<file path="config.mk">
export PLATFORM = sky130hd
export DESIGN_NAME = fifo_stream_reader
export DESIGN_NICKNAME = d
export VERILOG_FILES = /design/src/rtl/fifo_stream_reader.sv
export SDC_FILE = /design/constraint.sdc
export NUM_CORES = 1
export LEC_CHECK = 0
export ABC_AREA = 1
export BUFFER_PORTS_ARGS = -buffer_cell sky130_fd_sc_hd__buf_2
export CORE_ASPECT_RATIO = 1.25
export CORE_MARGIN = 2
export CORE_UTILIZATION = 56
export CTS_CLUSTER_DIAMETER = 60
export DETAILED_ROUTE_END_ITERATION = 12
export PLACE_DENSITY_LB_ADDON = 0.1
export SLEW_MARGIN = 20
export SYNTH_ARGS = -nofsm -noshare
export SYNTH_HDL_FRONTEND = slang
export SYNTH_SLANG_ARGS = --single-unit
</file>
<file path="constraint.sdc">
create_clock -name read_clk -period 2.43 [get_ports read_clk]
set_input_delay 0 -clock read_clk [delete_from_list [all_inputs] [get_ports read_clk]]
set_output_delay 0 -clock read_clk [all_outputs]
set_load 0.05 [all_outputs]
</file>
<file path="src/rtl/fifo_stream_reader.sv">
// fifo_stream_reader
//   Read-side consumer for an async FIFO, running entirely in the read clock
//   domain. It issues read_enable pulses, absorbs the FIFO's one-cycle read
//   latency, and re-presents the words as a valid/ready stream through a
//   2-entry buffer with burst framing (out_last every BURST_LEN transfers).
//
// Handshake: a word moves downstream on every cycle where out_valid and
//   out_ready are both 1. While out_valid=1 and out_ready=0, out_data,
//   out_last and out_valid hold their values.
//
// Ports:
//   read_clk          sole clock
//   reset             synchronous, active-high reset
//   enable            1 = fetch from FIFO, 0 = stop fetching and drain
//   fifo_empty        FIFO empty flag
//   fifo_data         FIFO read data
//   fifo_data_valid   FIFO read data valid (one cycle after read_enable)
//   fifo_underflow    FIFO underflow flag
//   fifo_read_enable  read strobe to the FIFO
//   out_data          head-of-buffer word (0 when the buffer is empty)
//   out_valid         buffer holds at least one word
//   out_ready         downstream accept
//   out_last          head word is the last word of a frame
//   busy              FSM is not IDLE
//   error             sticky protocol error
//   clear_error       single-cycle clear of error (a same-cycle set wins)
//   dbg_state         current FSM state (0 IDLE, 1 RUN, 2 DRAIN)
//   word_count        accepted transfers, saturating; present only when
//                     FIFO_READER_STATS_EN is defined
//
// Optional feature macro: FIFO_READER_STATS_EN

module fifo_stream_reader #(
    parameter int DATA_WIDTH = 16,
    parameter int BURST_LEN  = 8
) (
    input  logic                  read_clk,
    input  logic                  reset,
    input  logic                  enable,
    input  logic                  fifo_empty,
    input  logic [DATA_WIDTH-1:0] fifo_data,
    input  logic                  fifo_data_valid,
    input  logic                  fifo_underflow,
    output logic                  fifo_read_enable,
    output logic [DATA_WIDTH-1:0] out_data,
    output logic                  out_valid,
    input  logic                  out_ready,
    output logic                  out_last,
    output logic                  busy,
    output logic                  error,
    input  logic                  clear_error,
`ifdef FIFO_READER_STATS_EN
    output logic [31:0]           word_count,
`endif
    output logic [1:0]            dbg_state
);

    localparam int BW = (BURST_LEN > 1) ? $clog2(BURST_LEN) : 1;
    localparam logic [BW-1:0] LAST_BEAT = BW'(BURST_LEN - 1);

    typedef enum logic [1:0] {
        S_IDLE  = 2'd0,
        S_RUN   = 2'd1,
        S_DRAIN = 2'd2
    } state_t;

    state_t                  r_state;
    state_t                  w_next_state;
    logic [1:0]              r_occ;
    logic                    r_pend;
    logic [DATA_WIDTH-1:0]   r_buf0;
    logic [DATA_WIDTH-1:0]   r_buf1;
    logic [BW-1:0]           r_beat;
    logic                    r_error;
    logic                    w_rd_en;
    logic                    w_pop;
    logic                    w_cap;
    logic                    w_err_set;
    logic                    w_enter_idle;
    logic [1:0]              w_inflight;

    // Words already buffered plus the one still in flight from the FIFO;
    // never read more than the 2-entry buffer can absorb.
    assign w_inflight = r_occ + {1'b0, r_pend};

    always_ff @(posedge read_clk) begin
        if (reset) begin
            r_state <= S_IDLE;
        end else begin
            r_state <= w_next_state;
        end
    end

    always_comb begin
        w_next_state = r_state;
        w_rd_en      = 1'b0;
        case (r_state)
            S_IDLE: begin
                if (enable) w_next_state = S_RUN;
            end
            S_RUN: begin
                w_rd_en = !fifo_empty && (w_inflight < 2'd2);
                if (!enable) w_next_state = S_DRAIN;
            end
            S_DRAIN: begin
                if (!r_pend && (r_occ == 2'd0)) w_next_state = S_IDLE;
            end
            default: w_next_state = S_IDLE;
        endcase
    end

    assign w_enter_idle = (r_state != S_IDLE) && (w_next_state == S_IDLE);
    assign w_pop        = (r_occ != 2'd0) && out_ready;
    assign w_cap        = r_pend && fifo_data_valid;
    assign w_err_set    = (fifo_data_valid && !r_pend) ||
                          (r_pend && !fifo_data_valid) ||
                          fifo_underflow;

    always_ff @(posedge read_clk) begin
        if (reset) begin
            r_occ   <= 2'd0;
            r_pend  <= 1'b0;
            r_buf0  <= '0;
            r_buf1  <= '0;
            r_beat  <= '0;
            r_error <= 1'b0;
        end else begin
            r_pend <= w_rd_en;

            // r_buf0 is always the head; r_buf1 is only meaningful at occ=2.
            if (w_pop && w_cap) begin
                if (r_occ == 2'd1) begin
                    r_buf0 <= fifo_data;
                end else begin
                    r_buf0 <= r_buf1;
                    r_buf1 <= fifo_data;
                end
            end else if (w_pop) begin
                r_buf0 <= r_buf1;
                r_occ  <= r_occ - 2'd1;
            end else if (w_cap) begin
                if (r_occ == 2'd0) r_buf0 <= fifo_data;
                else               r_buf1 <= fifo_data;
                r_occ <= r_occ + 2'd1;
            end

            if (w_enter_idle) begin
                r_beat <= '0;
            end else if (w_pop) begin
                r_beat <= (r_beat == LAST_BEAT) ? '0 : r_beat + 1'b1;
            end

            if (w_err_set)        r_error <= 1'b1;
            else if (clear_error) r_error <= 1'b0;
        end
    end

`ifdef FIFO_READER_STATS_EN
    logic [31:0] r_word_count;

    always_ff @(posedge read_clk) begin
        if (reset) begin
            r_word_count <= '0;
        end else if (w_pop && (r_word_count != 32'hFFFF_FFFF)) begin
            r_word_count <= r_word_count + 32'd1;
        end
    end

    assign word_count = r_word_count;
`endif

    assign fifo_read_enable = w_rd_en;
    assign out_valid        = (r_occ != 2'd0);
    assign out_data         = out_valid ? r_buf0 : '0;
    assign out_last         = out_valid && (r_beat == LAST_BEAT);
    assign busy             = (r_state != S_IDLE);
    assign error            = r_error;
    assign dbg_state        = r_state;

endmodule

</file>
### Yosys cells after proc, flatten, opt, wreduce, memory -nomap -nowiden

Cells that the tools add are included.

* muxes and demuxes: 21
* add/sub/neg operators: 4
* reductions and logical operators: 28
* equal/unequal tests: 7
* $lt $le $gt $ge: 1
* bitwise logic cells: 1

Operators by type and width (number)
* $mux W16: 11
* $mux W2: 5
* $reduce_bool A2 Y1: 5
* $logic_and A1 B1 Y1: 9
* $logic_not A2 Y1: 3
* $pmux W2 S3: 1
* $reduce_bool A3 Y1: 2
* $eq A2 B1 Y1 const B: 2
* $ne A2 B1 Y1 const B: 2
* $reduce_and A2 Y1: 2
* $reduce_and A4 Y1: 1
* $add A3 B1 Y3 const B: 1
* $eq A3 B3 Y1 const B: 1
* $logic_not A1 Y1: 3
* $mux W1: 3
* $mux W3: 1
* $add A2 B1 Y2: 1
* $add A2 B1 Y2 const B: 1
* $eq A2 B2 Y1 const B: 1
* $logic_or A1 B1 Y1: 2
* $lt A2 B2 Y1 const B: 1
* $ne A2 B2 Y1 const B: 1
* $reduce_or A2 Y1: 1
* $sub A2 B1 Y2 const B: 1
* $not A1 Y1: 1

* input bits: 24
* bits in registers: 41

### Logic depth before layout (Yosys ltp)

* word-level depth: 7
* depth in mapped cells: 14
* gate-level depth less buffers: 10

### Least setup slack after synthesis

Ideal clock, no wire load.

* kind: register -> register
* start point: register r_occ[0]
* end point: register r_buf1[15]
* arrival time: 1.952 ns
* setup time: 0.116 ns
* setup slack: 0.362 ns
* period minus slack after synthesis: 2.068 ns
* stages on the path, launching flop included: 14
* required time: 2.314 ns
* path through: dfxtp_1 -> inv_1 -> ha_1 -> buf_6 -> nor2_8 -> buf_12 -> ha_1 -> buf_4 -> inv_4 -> nand2_2 -> nand3_4 -> buf_2 -> o21ai_0 -> nor2_1

* cells in the longest elaborated chain, start to end: 5
* elaborated cells between the ends (all ways): 11

Ends and longest elaborated chain
* from (decl): RTL line 69 `logic [1:0] r_occ;`
* from (signal assigned): RTL line 140 `r_occ <= r_occ - 2'd1;`
* from (signal assigned): RTL line 144 `r_occ <= r_occ + 2'd1;`
* $reduce_bool A2 Y1 *: RTL line 113 `assign w_pop = (r_occ != 2'd0) && out_ready;`
* $logic_and A1 B1 Y1 *: RTL line 113
* net w_pop: RTL line 76 `logic w_pop;`
* $logic_and A1 B1 Y1: RTL line 131 `if (w_pop && w_cap) begin`
* $ne A2 B2 Y1 (no source line) (tied with other cells)
* $reduce_and A4 Y1 (no source line)
* to (signal assigned): RTL line 136 `r_buf1 <= fifo_data;`
* to (signal assigned): RTL line 143 `else r_buf1 <= fifo_data;`
* to (decl): RTL line 72 `logic [DATA_WIDTH-1:0] r_buf1;`

The timed path passes the listed nets; every way through them passes the cells marked *.
A chain may end at the register's enable or synchronous reset.

### Worst setup path in the final report

* start point: register r_occ[0]
* end point: register r_buf1[4]

* cells in the longest elaborated chain, start to end: 5
* elaborated cells between the ends (all ways): 11

Ends and longest elaborated chain (RTL line)
* $reduce_bool A2 Y1: 113
* $logic_and A1 B1 Y1: 113
* $logic_and A1 B1 Y1: 131
* $ne A2 B2 Y1 (no source line) (tied with other cells)
* $reduce_and A4 Y1 (no source line)

Several ways; a longest one is shown, not always the timed one.

==> results.toml <==
[outcome]
status = "completed"

[timing]
tightest_slew_ns = 0.8605
finalHoldViolations = 0
max_freq_mhz = 465.6
relSlewSlack_pct = 42.57
fin_crit_sh_pct = 88.38
rsz0062_at_grt = "false"
finalCriticalPeriod_ns = 2.148
finalSetupViolations = 0
clock_skew_ns = 0.009838
maxSlewViolCount = 0
fin_ws_ns = 0.2824
setup-tns-final_ns = 0

[cts]
insertion_delay_ns = 0.30
post_cts_buffers = 0
cts_tree = "built"
path_clk_slew_ns = 0.08
cts.sinks = 41
htreeDepth = 2
clockBufferDepth = 2
cts-buffers-inserted = 5
cts_resized = 0
clock-root-buffer = "clkbuf_8"

[critical_path]
cpMaxStageDelayCell = "dfxtp_1"
critPathArrivalTime_ns = 2.34
cpPeakStageDelay_ns = 0.41
cp_cell_sequence = "inv_1, ha_1, nor2_8, ha_1, buf_4, nand2_1, nand3_4, inv_4, nor2_1, nor2_1"
rr_worst_depth = 10
cp-start-kind = "flip-flop"
end_kind = "flip-flop"
critPathMaxFanout = 17
required_ns = 2.62
critPathKind = "flip-flop to flip-flop"

[yosys]
yosys_register_bits = 41
synth_area_leader_cell = "dfxtp_1"
synthDominantCellAreaShare_pct = 32.48
synth_cells = 416
yosysWarnings = 0
synth.distinct_cells = 24
ys_top_cells_by_area = "dfxtp_1 32%, nand2_1 13%, inv_1 12%"
synth_nets = 447
syn_area_sq_mm = 0.002527
postSynthAreaPerCell_sq_um = 6.076
ys_seq_area_share_pct = 32.48

[route]
vias = 2578
dr.pass1.iters = 5
route.detailed.wl_per_inst_um = 11.45
drcViolationCount = 0
routed_via_density = 4.864
drt_iter0_markers = 161
wl_mm = 6.069
antenna_left = 0

[power]
switching_share_pct = 41.79
ir_drop_v = 0.0003944
p_int_mw = 1.309
p_clk_share_pct = 20.3
pwr-share-comb_pct = 43.6
power_leakage_nw = 1.645
p_per_area_mw_per_mm2 = 749.4
power.net_switching_uw = 939.6
seq_power_share_pct = 36.2

[grt]
first_global_vias = 2518
grt_max_degree = 34
grt_overflow = 0
grt_first_pass_wirelength_mm = 10.73
grtUsageTotal_pct = 26.57
antenna_found_initial = 0

[place]
dp_slack_ns = 0.3056
place_congestion = 0.8120
io_buffer_count = 46
dpl.hpwl_mm = 4.030

[min_path]
holdPathStages = 3
hold_path_class = "input pin to flip-flop"

[job]
maxCapViolations = 0

[final_layout]
layout_commonest_cell = "nand2_1"
multi_input_area_sq_mm = 0.001247
num_antenna_cells = 0
drive_gt1_share_pct = 15.25
syn_to_final_growth_pct = 18.71
seq_area_sq_um = 820.8
mostFrequentLayoutCells = "87 x nand2_1, 82 x inv_1, 74 x nor2_1, 49 x nand3_1, 46 x buf_2"
nNetsFinal = 503
fillers = 426

[floorplan]
die_h_um = 79.11
die_w_um = 64.09
ios = 47
core_sq_mm = 0.004358
rows = 27
die_area_sq_mm = 0.005070
start_util_pct = 58.00
## state kept, by name (all words and copies together), names as in the netlist
name,count
r_beat,3
r_pend,1
dbg_state,2
r_buf1,16
r_buf0,16
error,1
r_occ,2
## routing by layer
| layer | up-vias | GRT usage [%] | wire length (um) |
|---|---|---|---|
| met2 | 75 | 49.17 | 3097 |
| met3 | 13 | 4.958 | 314 |
| met4 | 0 | 10.00 | 106 |
| met5 | - | 0 | 0 |
| li1 | 1355 | - | - |
| met1 | 1135 | 29.86 | 2551 |
## worst max-delay path: cells and delay by family (launching register included)
kind	cells	cell delay, ns
adders and majority gates	2	0.57
buffers and inverters	3	0.40
DFF	1	0.41
and+or+nand+nor	5	0.64
## repair_timing
action | CTS | global route
endpoints found under the hold margin | 16 | 0
endpoints found under the setup margin | 0 | 0
hold buffers | 17 | 0
## per-stage QoR
stage / std cells / util (%) / power (mW) / hold WS (ns) / cell area (sq um)
2_1_floorplan: 416 / - / 1.616 / 0.06907 / 2527
3_3_place_gp: 506 / 62.96 / 1.767 / 0.2431 / 2744
3_5_place_dp: 506 / 62.96 / 1.789 / 0.2526 / 2744
4_1_cts: 530 / 68.85 / 2.266 / 0.0003282 / 3000
5_1_grt: 530 / 68.85 / 2.420 / 0.03690 / 3000
6_report: 530 / 68.85 / 2.249 / 0.005442 / 3000
## synthesized netlist by cell type
cell and instances:
a21oi_1 5, buf_12 1, buf_2 8, buf_4 4, buf_6 2, clkbuf_1 5, dfxtp_1 41, ha_1 7
inv_1 82, inv_2 2, inv_4 2, nand2_1 87, nand2_2 2, nand2_4 1, nand3_1 49, nand3_4 1
nor2_1 74, nor2_2 5, nor2_8 1, nor3_1 1, o21ai_0 25, o21ai_1 9, xnor2_1 1, xor2_1 1
## logic make-up after synthesis
logic type	Yosys count	synth area share (%)
flops	41	32.48
compound gates	39	7.722
fa+ha+maj	7	3.465
xor+xnor	2	0.6932
simple gates	221	37.48
buf+inv	106	18.17
## area by class of cell
class	instances	area share (%)
repair buffers	69	14.85
well taps	58	2.419
multi-input cells	269	41.58
flip-flops and latches	41	27.36
inverters	86	10.93
clock buffers	7	2.877
## power by group through the flow
stage | Sequential (mW) | Combinational [mW] | Clock [mW]
2_1_floorplan | 0.826 | 0.790 | 0
3_3_place_gp | 0.826 | 0.941 | 0
3_5_place_dp | 0.829 | 0.960 | 0
4_1_cts | 0.814 | 0.983 | 0.470
5_1_grt | 0.825 | 1.11 | 0.488
6_report | 0.813 | 0.980 | 0.455
## worst paths after layout
kind	start	to	slack [ns]
hold reg to reg	r_buf1[5]	r_buf1[5]	0.49
setup reg to reg	r_occ[0]	r_buf1[4]	0.28
hold / removal	fifo_data[15]	r_buf1[15]	0.005
setup / recovery	r_occ[0]	r_buf1[4]	0.28
No activity file was read; power rests on OpenSTA's default activity.
